### src/rtl/bus_rr_scheduler.sv
// Round-robin owner of the shared bus: grants one pending driver port, pops one
// packet from it and pushes it to its unicast or broadcast destination(s).
module bus_rr_scheduler #(
    parameter int          pckg_sz = 16,
    parameter int          drvrs   = 8,
    parameter logic [7:0]  bcst_id = 8'hFF
) (
    input  logic                            clk,
    input  logic                            reset,
    input  logic [drvrs-1:0]                pndng,
    input  logic [drvrs-1:0][pckg_sz-1:0]   D_pop,
    output logic [drvrs-1:0]                pop,
    output logic [drvrs-1:0]                push,
    output logic [drvrs-1:0][pckg_sz-1:0]   D_push,
    output logic                            busy,
    output logic [7:0]                      grant_id,
    output logic [15:0]                     pkt_cnt,
    output logic [7:0]                      drop_cnt
);

    localparam int               IDX_W     = (drvrs > 2) ? $clog2(drvrs) : 1;
    localparam logic [7:0]       LAST_ID   = 8'(drvrs - 1);
    localparam logic [IDX_W-1:0] LAST_IDX  = IDX_W'(drvrs - 1);
    localparam logic [7:0]       NUM_PORTS = 8'(drvrs);

    typedef enum logic [1:0] {IDLE, POP, PUSH} state_t;

    state_t             state_q, state_d;
    logic [7:0]         grant_q, grant_d;
    logic [pckg_sz-1:0] pkt_q, pkt_d;
    logic [15:0]        pkt_cnt_q, pkt_cnt_d;
    logic [7:0]         drop_cnt_q, drop_cnt_d;

    logic [IDX_W-1:0]   grant_idx;
    logic [IDX_W-1:0]   dest_idx;
    logic [IDX_W-1:0]   scan_idx;
    logic [IDX_W-1:0]   win_idx;
    logic               found;
    logic [7:0]         dest;

    function automatic logic [7:0] sat_inc8(input logic [7:0] v);
        return (v == 8'hFF) ? v : v + 8'd1;
    endfunction

    assign grant_idx = grant_q[IDX_W-1:0];
    assign dest      = pkt_q[pckg_sz-1 -: 8];
    assign dest_idx  = dest[IDX_W-1:0];

    // Walk upward from the port after the last grant, wrapping, so the last
    // granted port is considered only after every other port.
    always_comb begin
        scan_idx = grant_idx;
        win_idx  = grant_idx;
        found    = 1'b0;
        for (int i = 0; i < drvrs; i++) begin
            scan_idx = (scan_idx == LAST_IDX) ? '0 : scan_idx + 1'b1;
            if (!found && pndng[scan_idx]) begin
                found   = 1'b1;
                win_idx = scan_idx;
            end
        end
    end

    always_comb begin
        state_d    = state_q;
        grant_d    = grant_q;
        pkt_d      = pkt_q;
        pkt_cnt_d  = pkt_cnt_q;
        drop_cnt_d = drop_cnt_q;
        pop        = '0;
        push       = '0;
        case (state_q)
            IDLE: begin
                if (found) begin
                    grant_d = 8'(win_idx);
                    state_d = POP;
                end
            end
            POP: begin
                // A source that withdrew keeps its grant so rotation moves past it.
                if (pndng[grant_idx]) begin
                    pop[grant_idx] = 1'b1;
                    pkt_d          = D_pop[grant_idx];
                    state_d        = PUSH;
                end else begin
                    state_d = IDLE;
                end
            end
            PUSH: begin
                state_d = IDLE;
                if (dest < NUM_PORTS) begin
                    push[dest_idx] = 1'b1;
                    pkt_cnt_d      = pkt_cnt_q + 16'd1;
                end else if (dest == bcst_id) begin
                    push            = '1;
                    push[grant_idx] = 1'b0;
                    pkt_cnt_d       = pkt_cnt_q + 16'd1;
                end else begin
                    drop_cnt_d = sat_inc8(drop_cnt_q);
                end
            end
            default: state_d = IDLE;
        endcase
    end

    always_ff @(posedge clk or negedge reset) begin
        if (!reset) begin
            state_q    <= IDLE;
            grant_q    <= LAST_ID;
            pkt_q      <= '0;
            pkt_cnt_q  <= '0;
            drop_cnt_q <= '0;
        end else begin
            state_q    <= state_d;
            grant_q    <= grant_d;
            pkt_q      <= pkt_d;
            pkt_cnt_q  <= pkt_cnt_d;
            drop_cnt_q <= drop_cnt_d;
        end
    end

    assign D_push   = {drvrs{pkt_q}};
    assign busy     = (state_q != IDLE);
    assign grant_id = grant_q;
    assign pkt_cnt  = pkt_cnt_q;
    assign drop_cnt = drop_cnt_q;

endmodule

### config.mk
export PLATFORM = sky130hd
export DESIGN_NAME = bus_rr_scheduler
export DESIGN_NICKNAME = d
export VERILOG_FILES = /design/src/rtl/bus_rr_scheduler.sv
export SDC_FILE = /design/constraint.sdc
export NUM_CORES = 1
export LEC_CHECK = 0
export CAP_MARGIN = 40
export CORE_ASPECT_RATIO = 0.5
export CORE_MARGIN = 5
export CORE_UTILIZATION = 39
export CTS_CLUSTER_SIZE = 20
export DETAILED_ROUTE_END_ITERATION = 10
export PLACE_DENSITY = 0.87
export SYNTH_ARGS = -nofsm -noshare
export SYNTH_HDL_FRONTEND = slang
export SYNTH_SLANG_ARGS = --single-unit
### constraint.sdc
create_clock -name clk -period 8.75 [get_ports clk]
set_clock_uncertainty 0.2 [all_clocks]
set_input_delay 1.75 -clock clk [delete_from_list [all_inputs] [get_ports clk]]
set_output_delay 1.75 -clock clk [all_outputs]
set_load 0.05 [all_outputs]
Yosys cells after proc, flatten, opt, wreduce, memory -nomap -nowiden
Index checks and enable logic that the tools add are counted.
Widths: inputs -> output; s select.
{"block": "word_totals", "regBits": 45, "input_bits": 138, "output_inout_bits": 177}
{"block": "classes", "add_sub_neg": 10, "n_lt_le_gt_ge": 13, "eq_ne": 13, "n_mux": 58, "n_bitwise": 4, "n_reduce_logical": 24}
{"operator": "$bmux 16 s3", "count": 1}
{"operator": "$mux 16", "count": 3}
{"operator": "$mux 3", "count": 16}
{"operator": "$lt 3x4->1 const B", "count": 10}
{"operator": "$mux 8", "count": 5}
{"operator": "$bmux 1 s3", "count": 9}
{"operator": "$add 3x1->3 const B", "count": 8}
{"operator": "$eq 3x3->1 const B", "count": 8}
{"operator": "$mux 1", "count": 19}
{"operator": "$add 16x1->16 const B", "count": 1}
{"operator": "$eq 8x8->1 const B", "count": 2}
{"operator": "$logic_and 1x1->1", "count": 9}
{"operator": "$add 8x1->8 const B", "count": 1}
{"operator": "$lt 8x4->1 const B", "count": 1}
{"operator": "$not 8->8", "count": 1}
{"operator": "$reduce_bool 8->1", "count": 1}
{"operator": "$logic_not 1->1", "count": 7}
{"operator": "$demux 1 s3", "count": 2}
{"operator": "$ge 3x1->1 const B", "count": 2}
{"operator": "$mux 2", "count": 2}
{"operator": "$pmux 2 s2", "count": 1}
{"operator": "$reduce_and 2->1", "count": 2}
{"operator": "$reduce_and 4->1", "count": 1}
{"operator": "$reduce_bool 2->1", "count": 2}
{"operator": "other kinds (6)", "count": 8}

Longest topological paths before layout
Gate-level depths: netlist of run 1.
{"block": "logic_depth", "depth_word": 28, "depth_mapped": 11, "ltp_nobuf": 9}

Worst setup path after synthesis of run 1
No wires, ideal clock.
{"block": "synth_path", "path_type": "reg2out", "from": "register grant_q[1], in the netlist grant_id[1]", "to": "output port pop[0]", "arrival_time_ps": 3872, "t_required_ps": 6800, "setup_slack_ps": 2928, "stages_incl_launch_ff": 9, "n_path_buf": 2, "path_cell_list": "dfstp_2 -> buf_2 -> clkinv_1 -> nor3_1 -> a22oi_1 -> nand4_1 -> nand3b_1 -> buf_2 -> nor4_1"}
{"block": "synth_via", "elab_chain_len": 6, "word_cells_on_any_way": 9}
{"element": "start: declaration", "line": "29", "source": "logic [7:0] grant_q, grant_d;"}
{"element": "start signal: assignment", "line": "115", "source": "grant_q <= grant_d;"}
{"element": "$lt 3x4->1 (implied by the code) or $ge 3x1->1 (tied branches)", "line": "82", "source": "pop[grant_idx] = 1'b1;"}
{"element": "$logic_and 1x1->1 (implied by the code)", "line": "82"}
{"element": "$mux 1 (implied by the code)", "line": "82"}
{"element": "$demux 1 s3", "line": "82"}
{"element": "$mux 8 *", "line": "81", "source": "if (pndng[grant_idx]) begin"}
{"element": "$mux 8 *", "line": "72", "source": "case (state_q)"}
{"element": "end: declaration", "line": "12", "source": "output logic [drvrs-1:0] pop,"}
Every way passes the cells marked *; elsewhere a longest branch is shown, timed or not. The select of a mux whose other input is x is not followed.

Worst setup path after layout of run 1
{"block": "layout_path", "from": "input port pndng[1]", "to": "output port pop[5]"}
{"block": "layout_via", "elab_chain_len": 4}
{"element": "start: declaration", "line": "10", "source": "input logic [drvrs-1:0] pndng,"}
{"element": "$bmux 1 s3", "line": "81"}
{"element": "$mux 1 (implied by the code)", "line": "81"}
{"element": "$mux 8", "line": "81"}
{"element": "$mux 8", "line": "72"}
Every way passes these cells. The select of a mux whose other input is x is not followed.

==> results of run 1 <==
cell usage after synthesis (all sizes together) (7+ instances only):
| cell | n |
|---|---|
| mux2i | 15 |
| nand2 | 23 |
| nand3 | 13 |
| a21o | 15 |
| o21ai | 9 |
| dfrtp | 42 |
| a221oi | 17 |
| buf | 123 |
| nor2 | 34 |
| a22oi | 42 |
| clkbuf | 16 |
| ha | 9 |
| and3 | 7 |
| xnor2 | 18 |
| mux4 | 10 |
| a22o | 14 |
| a31oi | 20 |
where the power goes:
group          internal [W]  total [W]  switching [W]
clock              0.000106   0.000194      0.0000872
sequential         0.000274   0.000420       0.000146
combinational       0.00101    0.00291        0.00190
total               0.00139    0.00352        0.00214
layout by cell type (no fill, tap or decap), types with 9 or more instances in the layout:
cell type,count
clkdlybuf4s50_1,308
a22oi_1,42
dfrtp_1,42
nor2_1,33
nand2_1,23
a31oi_1,20
xnor2_1,18
a221oi_1,17
a21o_1,15
a22o_1,14
nand3_1,13
mux2i_1,13
mux4_2,10
buf_4,10
ha_1,9
per-layer routing:
layer / wire length (microns) / up-vias / part of all wire [%]
met5: 0 / - / 0
met4: 364 / 0 / 1.9
met3: 1960 / 29 / 10
met2: 9550 / 276 / 49
met1: 7520 / 2323 / 39
li1: - / 2130 / -
critical path: cells and delay by family:
| kind | cells | cell delay [ns] |
|---|---|---|
| buf+inv | 3 | 1.67 |
| simple gates | 3 | 0.69 |
| compound gates | 1 | 0.13 |
stage by stage:
step / utilization [%] / std cells / setup slack (ns)
global route: 63.3 / 841 / 2.41
global placement: 61.9 / 832 / 2.71
finish: 63.3 / 841 / 2.55
detailed placement: 61.9 / 833 / 2.63
CTS: 63.3 / 841 / 2.61
floorplan: - / 508 / 2.93
final cells by class:
cell class                 count  area (sq um)  share of cell area, %
clock buffer                   5           125                   1.77
tap                          145           181                   2.57
timing repair buffer         319          3160                   44.9
sequential                    45          1130                   16.0
clock inverter                 3          21.3                  0.302
inverter                       9          33.8                  0.479
multi-input combinational    315          2400                   34.0
worst max path at each step:
stage / slack [ns] / start / to / depth (start not counted)
finish: 2.55 / pndng[1] / pop[5] / 7
global placement: 2.71 / pndng[1] / pop[5] / 7
CTS: 2.61 / pndng[1] / pop[5] / 7
floorplan: 2.93 / grant_id[1] / pop[0] / 8
detailed placement: 2.63 / pndng[1] / pop[5] / 7
global route: 2.41 / pndng[1] / pop[2] / 6
sequential cells by signal, summed over array words and instances (netlist names):
name,flops
drop_cnt,8
grant_id,3
pkt_cnt,16
pkt_q,16
state_q,2
kinds of logic after synthesis:
| kind of cell | count (synthesis) | share of synthesized area, % |
|---|---|---|
| other | 1 | 0.0833 |
| adders and majority gates | 9 | 2.50 |
| muxes | 28 | 9.45 |
| xor gates and xnor gates | 24 | 5.01 |
| DFF | 45 | 25.1 |
| buffers and inverters | 148 | 22.4 |
| and+or+nand+nor | 110 | 12.1 |
| AOI/OAI and AO/OA | 139 | 23.4 |
==> PnR_summary.wiki, run 1 <==
{| class="wikitable"
! Metric !! Value
|-
| Status || finished clean
|-
| Share of cells above drive strength 1 || 6.90%
|-
| Shortest period the worst path allows || 6.20 ns
|-
| RR Startpoint || grant_id[0]
|-
| Number of gates given a new drive strength after cts || 0
|-
| Worst-skew pair later-pin latency || ~0.29 ns
|-
| Nature of the critical path endpoint || output port
|-
| Io pins || 315
|-
| Max-slew headroom || 32.7%
|-
| Endpoint of the worst register-to-register path || grant_id[2]
|-
| Mean post-synth cell area || a little under 9 sq um
|-
| Peak per-stage delay on the critical path || between 0.8 and 0.9 ns
|-
| Final critical-path share of the clock period || 70.8%
|-
| GR Util met2 || between 40 and 50%
|-
| Grt total ovfl || 0
|-
| Post-synth top flop || dfrtp_1
|-
| Max Cap Viol || 0
|-
| Launching element type of the critical path || input port
|-
| Number of flops mapped to enable cells by yosys || 0
|-
| Vias post-DR || 4758
|-
| Final design instance area without fill || a little over 0.007 sq mm
|-
| Cells on Worst Hold Path || 1
|-
| Class of the worst hold path || reg -> reg
|-
| Count of buffers inserted at the top-level ports || roughly 300
|-
| Final-layout fill cell count || between 900 and 1000
|-
| Achievable Freq || about 0.16 GHz
|-
| Pwr Total || roughly 0.0035 W
|-
| Hold endpoint || drop_cnt[6]
|-
| Slew @ Worst Pin || between 1 and 1.5 ns
|-
| Fraction of met1 tracks used by global routing || around a third
|-
| Area enclosed by the die boundary || roughly 0.014 sq mm
|-
| Number of buffers created by CTS || 5
|-
| Unrepaired setup endpoints after global routing || no
|-
| Cell count after synthesis || just over 500
|-
| Die boundary height || approximately 86 microns
|-
| Met3 usage in global routing || under 10%
|-
| Data arrival time of the critical path || roughly 4.3 ns
|-
| Biggest fanout along the worst timing path || 11
|-
| Core region area || about 0.011 sq mm
|-
| Cell Rows || 27
|-
| Peak supply drop || 277 uV
|-
| Number of setup violations in the final report || 0
|-
| Top post-synthesis cells by area || dfrtp_1 23%, buf_4 20%, a22oi_1 7.0%
|-
| Final Max Tran Viols || 0
|-
| Wire length of the first global-routing pass || about 29000 microns
|-
| Reg clk slew, reported paths || roughly 0.070 ns
|-
| Synth cell types || 57
|-
| Reg2reg path depth || 8
|-
| Fraction of post-synthesis cell area in the top cell type by area || around a quarter
|-
| Worst hold slack || roughly 0.3 ns
|-
| Detailed-route DRC error count || 0
|-
| Most congested layer reported by global routing || met2
|-
| Number of diodes added for antenna fixing || 0
|-
| Worst reg2reg setup slack || ~4.7 ns
|-
| Initial Utilization || 40.4%
|-
| Fraction of registers with async set/reset || 100%
|-
| Number of DRC markers in iteration 0 || a little over 600
|-
| CTS Root Buffer Type || clkbuf_16
|-
| H-tree Lvls || 2
|-
| Post-DP HPWL || about 15000 microns
|-
| Cell type contributing the most total cell area after synthesis || dfrtp_1
|-
| Hold path startpoint || drop_cnt[6]
|-
| Power density relative to cell area || about 500 mW/mm^2
|-
| Via count of the first global-routing pass || roughly 4500
|-
| Fraction of the yosys area taken by sequential cells || roughly 25%
|-
| Setup Total Neg Slack || 0 ns
|-
| Maximum number of pins on one net before global-route repair || 46
|-
| Number of optimization iterations in the first detailed-route pass || 5
|-
| Die Wd || approximately 160 microns
|-
| Final ANT Viol Nets || 0
|-
| Flop and latch count out of synthesis || 45
|-
| Initial antenna violation count || 0
|-
| Slowest library cell on the worst path || clkdlybuf4s50_1
|-
| Wire length reported by the detailed router || 19400 microns
|-
| Last weighted congestion value of the routability-driven placer || a little under 1
|-
| Data required time of the critical path || 6.80 ns
|-
| TritonCTS clock tree || yes
|-
| Setup Buffers After CTS || 0
|-
| Most frequent cell on the critical path || clkdlybuf4s50_1
|-
| Sinks on the clock net || 45
|-
| Pleak || 2.78 nW
|-
| Cell breakdown of the critical path || clkdlybuf4s50_1, a22oi_1, nand4_1, nand3b_1, inv_1, and2_1, clkdlybuf4s50_1
|-
| Area growth from synthesis to layout || 56.7%
|-
| Overall fraction of global-route tracks in use || a little over a quarter
|-
| Final Hold Vio Count || 0
|-
| Number of warnings reported in the yosys synthesis log || 0
|-
| Maximum clock path buffer count || 2
|-
| Total of hold buffers inserted after clock tree synthesis || 0
|-
| Cell Area, Placed || slightly below 0.007 sq mm
|-
| Nets || between 800 and 900
|-
| Synthesized cell area || about 0.0045 sq mm
|-
| DR WL/cell || between 20 and 25 microns
|-
| Via-per-instance ratio || about 5.7
|-
| Critical Setup Path Class || in -> out
|}
Power figures use the tool's default switching activity.
==> run 2, diff against run 1 <==
--- a/config.mk
+++ b/config.mk
@@ -8,10 +8,10 @@
 export CAP_MARGIN = 40
 export CORE_ASPECT_RATIO = 0.5
 export CORE_MARGIN = 5
-export CORE_UTILIZATION = 39
+export CORE_UTILIZATION = 33
 export CTS_CLUSTER_SIZE = 20
 export DETAILED_ROUTE_END_ITERATION = 10
-export PLACE_DENSITY = 0.87
+export PLACE_DENSITY = 0.79
 export SYNTH_ARGS = -nofsm -noshare
 export SYNTH_HDL_FRONTEND = slang
 export SYNTH_SLANG_ARGS = --single-unit
==> constraint.sdc (replaced) <==
create_clock -name clk -period 5.1 [get_ports clk]
set_clock_uncertainty 0.2 [all_clocks]
set_input_delay 1.02 -clock clk [delete_from_list [all_inputs] [get_ports clk]]
set_output_delay 1.02 -clock clk [all_outputs]
set_load 0.05 [all_outputs]
==> PnR_summary.wiki, run 2 (same netlist as run 1, synthesis figures left out) <==
{| class="wikitable"
! Metric !! Value
|-
| Critical Setup Path Class || reg -> out
|-
| Via count of the first global-routing pass || 4525 (+0.53%)
|-
| Status || finished clean
|-
| Most common cell after layout, fill and taps aside || clkdlybuf4s50_1
|-
| Nature of the critical path endpoint || output port
|-
| Vias post-DR || 4654 (-2.2%)
|-
| Final ANT Viol Nets || 0 (unchanged)
|-
| Grt total ovfl || 0 (unchanged)
|-
| Max Cap Viol || 0 (unchanged)
|-
| Final Max Tran Viols || 0 (unchanged)
|-
| Final critical-path share of the clock period || 87.6%
|-
| Share of cells above drive strength 1 || 8.15% (+1.3 points)
|-
| Area enclosed by the die boundary || 0.0162 sq mm (+16%)
|-
| DR WL/cell || 21.4 microns (-7.2%)
|-
| Cell breakdown of the critical path || or4_1, nor2_1, buf_4, a21o_1, nand2_1, a211oi_1, clkdlybuf4s50_1
|-
| Data arrival time of the critical path || 3.25 ns (-1.00 ns)
|-
| Final-layout fill cell count || 1190 (+28%)
|-
| Io pins || 315 (unchanged)
|-
| Slew @ Worst Pin || 0.918 ns (-0.0914 ns)
|-
| Wire length reported by the detailed router || 18700 microns (-3.5%)
|-
| Nets || 845 (+0.36%)
|-
| Seq pwr share || 12.0% (about the same)
|-
| Via-per-instance ratio || 5.32 (-6.0%)
|-
| Achievable Freq || 0.224 GHz
|-
| Area growth from synthesis to layout || 60.0%
|-
| Die Wd || 175 microns (+8.2%)
|-
| Worst-skew pair later-pin latency || 0.29 ns (about the same)
|-
| Number of buffers created by CTS || 5 (unchanged)
|-
| Slowest library cell on the worst path || clkdlybuf4s50_1
|-
| Power density relative to cell area || 835 mW/mm^2 (+67%)
|-
| Number of setup violations in the final report || 0 (unchanged)
|-
| Worst hold slack || 0.271 ns (-0.0286 ns)
|-
| Launching element type of the critical path || register
|-
| Post-DP HPWL || 15200 microns (-0.61%)
|-
| Number of optimization iterations in the first detailed-route pass || 5 (unchanged)
|-
| Last weighted congestion value of the routability-driven placer || 0.951 (-3.0%)
|-
| Setup Total Neg Slack || 0 ns (unchanged)
|-
| Shortest period the worst path allows || approximately 4.5 ns
|-
| Peak per-stage delay on the critical path || 0.85 ns (+0.04 ns)
|-
| Maximum number of pins on one net before global-route repair || 37 (-20%)
|-
| Setup Buffers After CTS || 0 (unchanged)
|-
| Total of hold buffers inserted after clock tree synthesis || 0 (unchanged)
|-
| Maximum clock path buffer count || 2 (unchanged)
|-
| Pleak || 2.84 nW (+2.0%)
|-
| Share of total power consumed by net switching || 59.8% (-0.80 points)
|-
| TritonCTS clock tree || yes
|-
| Die boundary height || 92.6 microns (+7.7%)
|-
| Top library cells by usage in the layout, fill and taps aside || 300 x clkdlybuf4s50_1, 42 x a22oi_1, 42 x dfrtp_1
|-
| Part of the total power dissipated in combinational logic || 82.7% (about the same)
|-
| Overall fraction of global-route tracks in use || 21.9% (-4.6 points)
|-
| Max-slew headroom || 38.8% (+6.1 points)
|-
| Switching power of the nets || 0.00359 W (+68%)
|-
| Cell Rows || 30 (+11%)
|-
| Number of gates given a new drive strength after cts || 0 (unchanged)
|-
| Peak supply drop || 366 uV (+32%)
|-
| Detailed-route DRC error count || 0 (unchanged)
|-
| Largest delay contributor family on the critical path || buffers and inverters
|-
| Unrepaired setup endpoints after global routing || no
|-
| Reg clk slew, reported paths || 0.06 ns (about the same)
|-
| Initial Utilization || 33.5% (-6.9 points)
|-
| CTS Root Buffer Type || clkbuf_16
|-
| H-tree Lvls || 2 (unchanged)
|-
| Initial antenna violation count || 0 (unchanged)
|-
| Sinks on the clock net || 45 (unchanged)
|-
| Cell-internal power || 0.00242 W (+74%)
|-
| Data required time of the critical path || 3.88 ns (-2.92 ns)
|-
| Clock network fraction of total power || 5.2% (-0.3 points)
|-
| Biggest fanout along the worst timing path || 17 (+6)
|-
| Number of DRC markers in iteration 0 || 363 (-40%)
|-
| Number of diodes added for antenna fixing || 0 (unchanged)
|-
| Wire length of the first global-routing pass || 27900 microns (-2.4%)
|-
| Class of the worst hold path || reg -> reg
|-
| Count of buffers inserted at the top-level ports || 309 (unchanged)
|-
| Sum of buffers and inverters on the critical path || 2 (-1)
|-
| Core region area || 0.0134 sq mm (+21%)
|-
| Final Hold Vio Count || 0 (unchanged)
|}
run 2: power by group through the flow:
stage	clock, W	combinational, W	sequential (W)
floorplan	0	0.00364	0.000949
global placement	0	0.00491	0.000713
detailed placement	0	0.00495	0.000728
CTS	0.000319	0.00496	0.000722
global route	0.000336	0.00519	0.000760
finish	0.000313	0.00497	0.000724
run 2: worst paths after layout:
| check | from | cells past startpoint | to | slack, ns |
|---|---|---|---|---|
| max reg2reg | grant_id[0] | 9 | grant_id[2] | 1.18 |
| max | pkt_q[14] | 7 | push[7] | 0.63 |
| max in group asynchronous | reset | 2 | grant_id[0] | 3.79 |
| min in group asynchronous | reset | 1 | drop_cnt[3] | 0.39 |
| min | pkt_cnt[15] | 1 | pkt_cnt[15] | 0.27 |
| min reg2reg | pkt_cnt[15] | 1 | pkt_cnt[15] | 0.27 |
run 2: layer usage:
metal | vias to the layer above | track usage (%) | part of all wire, %
li1 | 2143 | - | -
met5 | - | 0 | 0
met4 | 0 | 3.98 | 1.6
met3 | 28 | 4.08 | 5.6
met1 | 2306 | 28.6 | 42
met2 | 177 | 38.3 | 50
run 2: layout make-up:
cell class / count / area (sq um) / share of cell area (%)
clock buffer: 7 / 133 / 1.84
multi-input combinational: 315 / 2400 / 33.3
inverter: 9 / 33.8 / 0.469
timing repair buffer: 322 / 3280 / 45.5
tap: 176 / 220 / 3.06
clock inverter: 1 / 5.00 / 0.0695
sequential: 45 / 1130 / 15.7
run 2: metrics by stage:
| stage | cells | worst slack, ns | total power [W] | instance area, sq um | utilization, % |
|---|---|---|---|---|---|
| detailed placement | 867 | 0.979 | 0.00567 | 7060 | 52.5 |
| global route | 875 | 0.407 | 0.00629 | 7200 | 53.6 |
| global placement | 866 | 0.978 | 0.00562 | 7040 | 52.4 |
| floorplan | 508 | 0.00773 | 0.00459 | 4510 | - |
| CTS | 875 | 0.652 | 0.00600 | 7200 | 53.6 |
| finish | 875 | 0.633 | 0.00601 | 7200 | 53.6 |
run 2: worst reg2reg max path: cells and delay by family, from the launching register on:
| kind | cells | cell delay [ns] |
|---|---|---|
| flops | 1 | 0.73 |
| buf+inv | 2 | 0.64 |
| compound gates | 4 | 0.90 |
| mux | 2 | 0.71 |
| fa+ha+maj | 1 | 0.68 |
